`src/rtl/hazard_pkg.sv`:
```
// Shared definitions for the hazard controller: forwarding-select encoding
// and the stall/hold FSM state type.
package hazard_pkg;

  localparam logic [1:0] FWD_RF  = 2'b00;
  localparam logic [1:0] FWD_EX  = 2'b01;
  localparam logic [1:0] FWD_MEM = 2'b10;
  localparam logic [1:0] FWD_WB  = 2'b11;

  typedef enum logic [1:0] {
    RUN     = 2'd0,
    LDSTALL = 2'd1,
    HOLD    = 2'd2
  } hz_state_e;

endpackage

```
`src/rtl/hz_slot_pipe.sv`:
```
// Three-slot shadow of the EX/MEM/WB register-write information, used to
// detect load-use hazards and pick forwarding sources.
module hz_slot_pipe #(
  parameter int AW = 5
) (
  input  logic          clk,
  input  logic          rst_n,
  input  logic          adv,
  input  logic          dec_valid,
  input  logic          dec_regwr,
  input  logic          dec_mem2reg,
  input  logic [AW-1:0] dec_dst,
  output logic          ex_valid,
  output logic          ex_regwr,
  output logic          ex_mem2reg,
  output logic [AW-1:0] ex_dst,
  output logic          mem_valid,
  output logic          mem_regwr,
  output logic [AW-1:0] mem_dst,
  output logic          wb_valid,
  output logic          wb_regwr,
  output logic [AW-1:0] wb_dst
);

  logic          valid_p0, valid_p1, valid_p2;
  logic          regwr_p0, regwr_p1, regwr_p2;
  logic          mem2reg_p0;
  logic [AW-1:0] dst_p0, dst_p1, dst_p2;

  // Slot validity is control state and is cleared by reset.
  always_ff @(posedge clk or negedge rst_n) begin
    if (!rst_n) begin
      valid_p0 <= 1'b0;
      valid_p1 <= 1'b0;
      valid_p2 <= 1'b0;
    end else if (adv) begin
      valid_p0 <= dec_valid;
      valid_p1 <= valid_p0;
      valid_p2 <= valid_p1;
    end
  end

  // Payload is only meaningful under valid; the load flag matters only in EX.
  always_ff @(posedge clk) begin
    if (adv) begin
      regwr_p0   <= dec_regwr;
      mem2reg_p0 <= dec_mem2reg;
      dst_p0     <= dec_dst;
      regwr_p1   <= regwr_p0;
      dst_p1     <= dst_p0;
      regwr_p2   <= regwr_p1;
      dst_p2     <= dst_p1;
    end
  end

  assign ex_valid   = valid_p0;
  assign ex_regwr   = regwr_p0;
  assign ex_mem2reg = mem2reg_p0;
  assign ex_dst     = dst_p0;
  assign mem_valid  = valid_p1;
  assign mem_regwr  = regwr_p1;
  assign mem_dst    = dst_p1;
  assign wb_valid   = valid_p2;
  assign wb_regwr   = regwr_p2;
  assign wb_dst     = dst_p2;

endmodule

```
`src/rtl/hazard_ctrl.sv`:
```
// Pipeline hazard controller: memory-wait hold, taken-branch flush, load-use
// stall, jump flush, operand forwarding selects and saturating event counters.
module hazard_ctrl
  import hazard_pkg::*;
#(
  parameter int AW = 5,
  parameter int CW = 16
) (
  input  logic          clk,
  input  logic          rst_n,
  input  logic          id_valid,
  input  logic [AW-1:0] id_rs,
  input  logic [AW-1:0] id_rt,
  input  logic          id_use_rs,
  input  logic          id_use_rt,
  input  logic          id_regwr,
  input  logic          id_mem2reg,
  input  logic [AW-1:0] id_dst,
  input  logic          id_jump,
  input  logic          ex_br_taken,
  input  logic          mem_busy,
  output logic          pc_hold,
  output logic          ifid_hold,
  output logic          ifid_flush,
  output logic          idex_bubble,
  output logic [1:0]    fwd_a,
  output logic [1:0]    fwd_b,
  output logic [CW-1:0] stall_cnt,
  output logic [CW-1:0] flush_cnt
);

  logic          ex_valid, ex_regwr, ex_mem2reg;
  logic [AW-1:0] ex_dst;
  logic          mem_valid, mem_regwr;
  logic [AW-1:0] mem_dst;
  logic          wb_valid, wb_regwr;
  logic [AW-1:0] wb_dst;

  hz_state_e state, pre_state, eff_state;
  logic      lu_raw, lu_act;

  function automatic logic slot_hit(input logic v, input logic wr,
                                    input logic [AW-1:0] dst, input logic [AW-1:0] src);
    return v && wr && (dst != '0) && (dst == src);
  endfunction

  // A matching load in EX blocks older slots: its value is not ready yet,
  // and the stall takes care of the operand on the next cycle.
  function automatic logic [1:0] fwd_sel(input logic use_src, input logic [AW-1:0] src,
                                         input logic ex_hit, input logic ex_ld,
                                         input logic mem_hit, input logic wb_hit);
    if (!use_src || src == '0) return FWD_RF;
    if (ex_hit)                return ex_ld ? FWD_RF : FWD_EX;
    if (mem_hit)               return FWD_MEM;
    if (wb_hit)                return FWD_WB;
    return FWD_RF;
  endfunction

  function automatic logic [CW-1:0] sat_inc(input logic [CW-1:0] v);
    return (&v) ? v : v + 1'b1;
  endfunction

  hz_slot_pipe #(.AW(AW)) u_slots (
    .clk         (clk),
    .rst_n       (rst_n),
    .adv         (!mem_busy),
    .dec_valid   (id_valid && !idex_bubble),
    .dec_regwr   (id_regwr),
    .dec_mem2reg (id_mem2reg),
    .dec_dst     (id_dst),
    .ex_valid    (ex_valid),
    .ex_regwr    (ex_regwr),
    .ex_mem2reg  (ex_mem2reg),
    .ex_dst      (ex_dst),
    .mem_valid   (mem_valid),
    .mem_regwr   (mem_regwr),
    .mem_dst     (mem_dst),
    .wb_valid    (wb_valid),
    .wb_regwr    (wb_regwr),
    .wb_dst      (wb_dst)
  );

  // While held, the cycle behaves as whatever state was interrupted.
  assign eff_state = (state == HOLD) ? pre_state : state;

  assign lu_raw = id_valid && ex_valid && ex_regwr && ex_mem2reg && (ex_dst != '0) &&
                  ((id_use_rs && id_rs == ex_dst) || (id_use_rt && id_rt == ex_dst));
  assign lu_act = rst_n && !mem_busy && !ex_br_taken && lu_raw && (eff_state != LDSTALL);

  always_comb begin
    pc_hold     = 1'b0;
    ifid_hold   = 1'b0;
    ifid_flush  = 1'b0;
    idex_bubble = 1'b0;
    fwd_a       = FWD_RF;
    fwd_b       = FWD_RF;
    if (rst_n) begin
      fwd_a = fwd_sel(id_use_rs, id_rs,
                      slot_hit(ex_valid, ex_regwr, ex_dst, id_rs), ex_mem2reg,
                      slot_hit(mem_valid, mem_regwr, mem_dst, id_rs),
                      slot_hit(wb_valid, wb_regwr, wb_dst, id_rs));
      fwd_b = fwd_sel(id_use_rt, id_rt,
                      slot_hit(ex_valid, ex_regwr, ex_dst, id_rt), ex_mem2reg,
                      slot_hit(mem_valid, mem_regwr, mem_dst, id_rt),
                      slot_hit(wb_valid, wb_regwr, wb_dst, id_rt));
      if (mem_busy) begin
        pc_hold   = 1'b1;
        ifid_hold = 1'b1;
      end else if (ex_br_taken) begin
        ifid_flush  = 1'b1;
        idex_bubble = 1'b1;
      end else if (lu_act) begin
        pc_hold     = 1'b1;
        ifid_hold   = 1'b1;
        idex_bubble = 1'b1;
      end else if (id_jump) begin
        ifid_flush = 1'b1;
      end
    end
  end

  always_ff @(posedge clk or negedge rst_n) begin
    if (!rst_n) begin
      state     <= RUN;
      pre_state <= RUN;
    end else if (mem_busy) begin
      if (state != HOLD) pre_state <= state;
      state <= HOLD;
    end else begin
      state <= lu_act ? LDSTALL : RUN;
    end
  end

  always_ff @(posedge clk or negedge rst_n) begin
    if (!rst_n) begin
      stall_cnt <= '0;
      flush_cnt <= '0;
    end else begin
      if (lu_act)     stall_cnt <= sat_inc(stall_cnt);
      if (ifid_flush) flush_cnt <= sat_inc(flush_cnt);
    end
  end

endmodule

```
`config.mk`:
```
export PLATFORM = sky130hd
export DESIGN_NAME = hazard_ctrl
export DESIGN_NICKNAME = d
export VERILOG_FILES = /design/src/rtl/hazard_pkg.sv /design/src/rtl/hz_slot_pipe.sv /design/src/rtl/hazard_ctrl.sv
export SDC_FILE = /design/constraint.sdc
export NUM_CORES = 1
export LEC_CHECK = 0
export ABC_AREA = 1
export CORE_ASPECT_RATIO = 1.75
export CORE_MARGIN = 2
export CORE_UTILIZATION = 55
export DETAILED_ROUTE_END_ITERATION = 7
export GPL_TIMING_DRIVEN = 0
export PLACE_DENSITY = 0.84
export SETUP_SLACK_MARGIN = 0.15
export SYNTH_ARGS = -nofsm -noshare
export SYNTH_HDL_FRONTEND = slang
export SYNTH_SLANG_ARGS = --single-unit
```
`constraint.sdc`:
```
create_clock -name clk -period 5 [get_ports clk]
set_clock_uncertainty 0.05 [all_clocks]
set_input_delay 1 -clock clk [delete_from_list [all_inputs] [get_ports clk]]
set_output_delay 1 -clock clk [all_outputs]
set_load 0.03 [all_outputs]
```
==> key figures, run 1 <==
Global route
  • GRT met2 Usage: 0.501
  • Global Route met3 Usage: 0.0554
  • GRT Util Overall: 0.268
  • Pin count of the biggest net entering global routing: 28
  • GRT met1 Usage: 0.276
  • Total gr overflow: 0
  • Grt peak-use layer: met2
  • First-pass GRT wire length: 14200 um
  • Vias in the first global route: 3172
  • Initial antenna violation count: 0

Timing
  • Setup TNS: 0 ns
  • Slew Limit Headroom: 0.706
  • Final Hold Vio Count: 0
  • Ratio of final minimum period to clock period: 0.931
  • Final setup viols: 0
  • RSZ-0062 raised after global routing: no
  • Pin slew with the least headroom to its limit: 0.441 ns
  • Final Slew Violations: 0
  • Minimum clock period: 4.66 ns
  • Fmax: 0.215 GHz

Floorplanning
  • Core ar.: 5930 um^2
  • DIE AREA: 6820 um^2
  • Row cnt: 37
  • Die Span X: 63.3 um
  • Die H: 108 um
  • Initial Util: 0.571
  • # IOs: 65

Cells and area
  • Post-route cell area: 4340 um^2
  • Area grow syn2layout: 28.4%
  • Filler cell count: 479
  • Share of post-route cells with drive strength above 1: 0.0851
  • Final-stage net count: 504
  • Final core utilization: 0.733
  • # diodes: 0

Clock tree
  • Clk sinks: 58
  • CTS root buffer: clkbuf_8
  • CTS tree: done
  • Clock transition at path regs: 0.07 ns
  • TritonCTS buffer count: 9
  • # hold bufs at CTS: 0
  • Clock Latency Late Sink: 0.33 ns
  • H-tree level count: 3
  • Maximum clock path buffer count: 2

Worst setup path
  • Crit-path cells: clkdlybuf4s50_1, inv_6, nand2_2, nor2_1, nand3_1, nor2_1, nand2_2, a21boi_0, buf_4, clkdlybuf4s50_1
  • Critical path's top delay family: buffers and inverters
  • Required time worst endpoint: 3.95 ns
  • CP Buf/Inv Count: 4
  • CP Launch Point: mem_busy
  • RR Startpoint: flush_cnt[0]$_DFFE_PN0P_
  • Crit Path Class: input pin to primary output
  • Delay of the slowest critical-path stage: 0.66 ns
  • Critical path data arrival time: 3.61 ns
  • Slowest-stage cell, CP: clkdlybuf4s50_1
  • CP Max Fanout: 26
  • Critical Path Start Type: input pin
  • Critical path capture point type: primary output

Detailed routing
  • Number of remaining DRC errors: 0
  • Drt first-iter violations: 93
  • Via count: 3071
  • Post-route ant nets: 0
  • Vias per cell: 5.48
  • DRT Pass-1 Iters: 4
  • Wire per inst: 15.5 um
  • Final wirelength: 8670 um

Power and ir drop
  • Power density cells: 282 nW/um^2
  • Leakage: 1.96 nW
  • Tot Pwr: 1.22 mW
  • VDD IR max: 0.277 mV

Place
  • Count of input and output buffers: 64
  • Area after DPL: 4140 um^2
  • RD Place Congestion: 0.941
  • HPWL Detailed: 6360 um

Logic synthesis
  • Syn Nets: 428
  • Syn Area/Cell: 8.43 um^2
  • Synth Instances: 401
  • Syn Std Cell Area: 3380 um^2
  • Area leader, netlist: dfrtp_1
  • Synth top area share: 0.289
  • Top_reg_cell synth: dfrtp_1
  • Cell with the most instances after synthesis: nand2_1
  • Post-synth EDFFs: 19
  • Synth warnings: 0
  • #FFs+latches synth: 58
  • Ranking of synthesized cells by area: dfrtp_1, edfxtp_1, nand2_1
  • Post-synth top cells: nand2_1, dfrtp_1, nor2_1
  • Asr flop ratio synth: 0.672
  • Sequential share of the synthesized area: 0.457
  • Post-synth cell types: 37

Job
  • Max-capacitance violation count: 0

Hold path
  • Worst Hold Class: register to register
  • Hold wc startpoint: u_slots.mem_regwr$_DFFE_PN_

Outcome
  • Outcome: completed
==> logic make-up (layout without fill, tap and decap cells) <==
kind of cell / Yosys count / count (layout) / synth area share
AO/OA/AOI/OAI: 23 / 23 / 0.0396
adder cells (fa/ha/maj): 2 / 2 / 0.00740
flip-flops: 58 / 58 / 0.457
XOR/XNOR: 51 / 51 / 0.132
buffers and inverters: 45 / 126 / 0.0559
AND/OR/NAND/NOR: 222 / 222 / 0.308
==> final timing paths <==
path                                              endpoint  slack (ns)  cells past startpoint
worst max-delay path                               pc_hold        0.34                     10
worst min-delay path            u_slots.wb_regwr$_DFFE_PN_        0.41                      0
worst max register to register    flush_cnt[2]$_DFFE_PN0P_        2.89                      7
worst min register to register  u_slots.wb_regwr$_DFFE_PN_        0.41                      0
max in group asynchronous         stall_cnt[6]$_DFFE_PN0P_        3.86                      2
min in group asynchronous         flush_cnt[7]$_DFFE_PN0P_        0.54                      1
==> power by group <==
part | leakage, nW | switching [mW] | internal (mW) | total (mW)
Sequential | 0.688 | 0.0439 | 0.524 | 0.568
Clock | 0.105 | 0.184 | 0.254 | 0.438
Combinational | 1.17 | 0.127 | 0.0904 | 0.218
==> cell usage in the layout (no fill, tap or decap), types with 3 or more instances in the layout <==
cell type        netlist  routed
clkdlybuf4s50_1        0      63
clkbuf_8               0      11
nand3_1               27      27
nor3_1                12      12
o21ai_0                8       8
nand4_1               25      25
nand3b_1               4       4
xnor2_1               20      20
edfxtp_1              19      19
nand2_1              105     105
clkinv_2               0       3
nand2_2                3       3
dfrtp_1               39      39
o21ai_1                4       4
nor2_1                33      33
inv_2                  8       7
xor2_1                31      31
inv_1                 30      30
==> metrics by stage <==
stage	hold WS, ns	std cells	setup WS (ns)
after global placement	0.390	543	-0.762
after global routing	0.418	560	0.167
final	0.409	560	0.345
after detailed placement	0.395	544	0.204
after floorplan	0.377	401	1.07
after CTS	0.404	560	0.177
==> per-layer routing <==
layer,vias up,share of wire
met5,-,0
met1,1436,0.38
met4,0,0.026
met3,22,0.058
met2,129,0.54
li1,1484,-
==> sequential cells by signal (all words and copies together), names as in the netlist <==
signal	flops
state	2
u_slots.mem_dst	5
u_slots.wb_regwr	1
u_slots.wb_dst	5
u_slots.wb_valid	1
u_slots.ex_dst	5
flush_cnt	16
u_slots.mem_regwr	1
u_slots.ex_valid	1
u_slots.ex_regwr	1
pre_state	2
u_slots.mem_valid	1
u_slots.ex_mem2reg	1
stall_cnt	16
==> timing repair <==
action                                 CTS  global route
setup endpoints to repair                0             2
setup buffers                            0             0
resized for setup                        0             3
endpoints found under the hold margin    0             0
==> cell type report <==
| class | instances | area (um^2) | area share |
|---|---|---|---|
| clock buffer | 11 | 151 | 0.0349 |
| tap | 78 | 97.6 | 0.0225 |
| clock inverter | 5 | 52.6 | 0.0121 |
| multi-input combinational | 298 | 1650 | 0.379 |
| inverter | 39 | 151 | 0.0349 |
| buffer | 6 | 42.5 | 0.00979 |
| sequential | 58 | 1550 | 0.356 |
| timing repair buffer | 65 | 656 | 0.151 |
(Power assumes the default switching activity.)
==> run 2, diff against run 1 <==
CORE_UTILIZATION = 56   (was 55)
PLACE_DENSITY = 0.85   (was 0.84)
SETUP_SLACK_MARGIN = 0.2   (was 0.15)
==> run 2 against run 1 <==
Net effect: die area down 1.7%; cell count unchanged; sequential cell count unchanged; combinational power down 2%; via count down 0.62%; global-route usage up 0.59 points; worst hold slack worse by 0.0012 ns; critical path depth unchanged; critical path type unchanged; largest cell class unchanged; largest power group unchanged; highest routed layer unchanged.
==> key figures, run 2 (synthesis results as in run 1) <==
Power and ir drop
  • VDD IR max: 0.291 mV (was 0.277 mV)
  • Leakage: 1.96 nW (about the same)
  • Power density cells: 286 nW/um^2 (was 282 nW/um^2)

Timing
  • Pin slew with the least headroom to its limit: 0.560 ns (was 0.441 ns)
  • Final Slew Violations: 0 (unchanged)
  • Post-route setup slack: 0.486 ns (was 0.345 ns)
  • RSZ-0062 raised after global routing: no (unchanged)
  • Fmax: 0.222 GHz (was 0.215 GHz)
  • Minimum clock period: 4.51 ns (was 4.66 ns)
  • Slew Limit Headroom: 0.626 (was 0.706)
  • Ratio of final minimum period to clock period: 0.903 (was 0.931)
  • Hold WS: 0.408 ns (was 0.409 ns)
  • Final setup viols: 0 (unchanged)
  • Final Hold Vio Count: 0 (unchanged)

Detailed routing
  • Wire per inst: 15.1 um (was 15.5 um)
  • Drt first-iter violations: 169 (was 93)
  • Via count: 3052 (was 3071)
  • DRT Pass-1 Iters: 4 (unchanged)
  • Vias per cell: 5.45 (was 5.48)
  • Number of remaining DRC errors: 0 (unchanged)
  • Final wirelength: 8440 um (was 8670 um)
  • Post-route ant nets: 0 (unchanged)

Cells and area
  • Commonest non-fill, non-tap cell in the layout: nand2_1 (unchanged)
  • # diodes: 0 (unchanged)
  • Post-route cell area: 4360 um^2 (was 4340 um^2)
  • Filler cell count: 447 (was 479)
  • Largest registers: flush_cnt x16, stall_cnt x16 (unchanged)
  • Area grow syn2layout: 28.8% (was 28.4%)
  • Final-stage net count: 504 (unchanged)
  • Post-Layout Cell Count: 560 (unchanged)
  • Most frequent cells in the layout: nand2_1, clkdlybuf4s50_1, dfrtp_1 (unchanged)
  • Share of post-route cells with drive strength above 1: 0.0809 (was 0.0851)

Clock tree
  • Resize count post-CTS: 0 (unchanged)
  • CTS root buffer: clkbuf_8 (unchanged)
  • H-tree level count: 3 (unchanged)
  • Clock Latency Late Sink: 0.34 ns (was 0.33 ns)
  • # hold bufs at CTS: 0 (unchanged)
  • Post-CTS setup buffers: 0 (unchanged)
  • Maximum clock path buffer count: 2 (unchanged)
  • Clock transition at path regs: 0.06 ns (was 0.07 ns)
  • CTS tree: done (unchanged)
  • Clk sinks: 58 (unchanged)
  • TritonCTS buffer count: 9 (unchanged)

Global route
  • Vias in the first global route: 3111 (was 3172)
  • Total gr overflow: 0 (unchanged)
  • GRT Util Overall: 0.274 (was 0.268)
  • Initial antenna violation count: 0 (unchanged)
  • First-pass GRT wire length: 14200 um (about the same)
  • Pin count of the biggest net entering global routing: 27 (was 28)

Place
  • HPWL Detailed: 6360 um (about the same)
  • Area after DPL: 4140 um^2 (about the same)
  • Count of input and output buffers: 64 (unchanged)
  • Placed cells: 544 (unchanged)
  • RD Place Congestion: 0.960 (was 0.941)
  • Pre-CTS WS: 0.236 ns (was 0.204 ns)

Floorplanning
  • Initial Util: 0.575 (was 0.571)
  • # IOs: 65 (unchanged)
  • DIE AREA: 6700 um^2 (was 6820 um^2)
  • Core ar.: 5880 um^2 (was 5930 um^2)
  • Die H: 107 um (was 108 um)
  • Die Span X: 62.7 um (was 63.3 um)
  • Row cnt: 37 (unchanged)

Worst setup path
  • RR Startpoint: flush_cnt[0]$_DFFE_PN0P_ (unchanged)
  • R2R setup slack: 2.89 ns (about the same)
  • Reg2Reg Depth: 7 (unchanged)
  • Reg2reg end: flush_cnt[5]$_DFFE_PN0P_ (was flush_cnt[2]$_DFFE_PN0P_)
  • Critical path data arrival time: 3.46 ns (was 3.61 ns)
  • CP Max Fanout: 26 (unchanged)
  • Crit Path Class: input pin to primary output (unchanged)
  • Critical Path Start Type: input pin (unchanged)
  • Required time worst endpoint: 3.95 ns (about the same)
  • Critical path capture point type: primary output (unchanged)

Hold path
  • Hold path cells: 0 (unchanged)
  • WHS Endpoint: u_slots.wb_regwr$_DFFE_PN_ (unchanged)
  • Worst Hold Class: register to register (unchanged)
  • Hold wc startpoint: u_slots.mem_regwr$_DFFE_PN_ (unchanged)

Job
  • Max-capacitance violation count: 0 (unchanged)

Outcome
  • Outcome: completed (unchanged)
## run 2: critical path, cell delays in order
cell,delay (ns)
clkdlybuf4s50_1,0.57
inv_6,0.27
nand2_2,0.11
nor2_1,0.10
nand3_1,0.08
nor2_1,0.17
nand2_2,0.12
a21boi_1,0.24
buf_4,0.15
clkdlybuf4s50_1,0.65
## run 2: cell type report
type	instances	area (um^2)	share of cell area
multi-input cells	298	1650	0.378
inverters	39	151	0.0348
well taps	78	97.6	0.0224
clock buffers	10	128	0.0293
clock inverters	6	81.3	0.0187
plain buffers	6	42.5	0.00976
flip-flops and latches	58	1550	0.355
repair buffers	65	663	0.152
## run 2: power breakdown
part / internal [mW] / switching (mW) / leakage, nW / total (mW)
Sequential: 0.524 / 0.0430 / 0.688 / 0.567
Combinational: 0.0911 / 0.123 / 1.17 / 0.214
Clock: 0.277 / 0.188 / 0.104 / 0.465
Total: 0.892 / 0.354 / 1.96 / 1.25
## run 2: metal layers
metal	GRT usage	routed length [um]
met1	0.285	3170
met3	0.0630	413
met5	0	0
met4	0.156	314
met2	0.498	4540
## run 2: metrics by stage
step / util / total power [mW] / setup TNS, ns
6_report: 0.741 / 1.25 / 0
5_1_grt: 0.741 / 1.30 / 0
4_1_cts: 0.740 / 1.25 / 0
3_5_place_dp: 0.705 / 0.786 / 0
3_3_place_gp: 0.701 / 0.778 / -2.83
2_1_floorplan: - / 0.685 / 0
## run 2: worst max path at each step
stage	start	endpoint	slack [ns]	cells after the start
floorplan	mem_busy	pc_hold	1.07	8
global placement	rst_n	pc_hold	-0.71	9
detailed placement	mem_busy	pc_hold	0.24	10
CTS	mem_busy	pc_hold	0.21	10
global route	mem_busy	pc_hold	0.27	10
finish	mem_busy	pc_hold	0.49	10
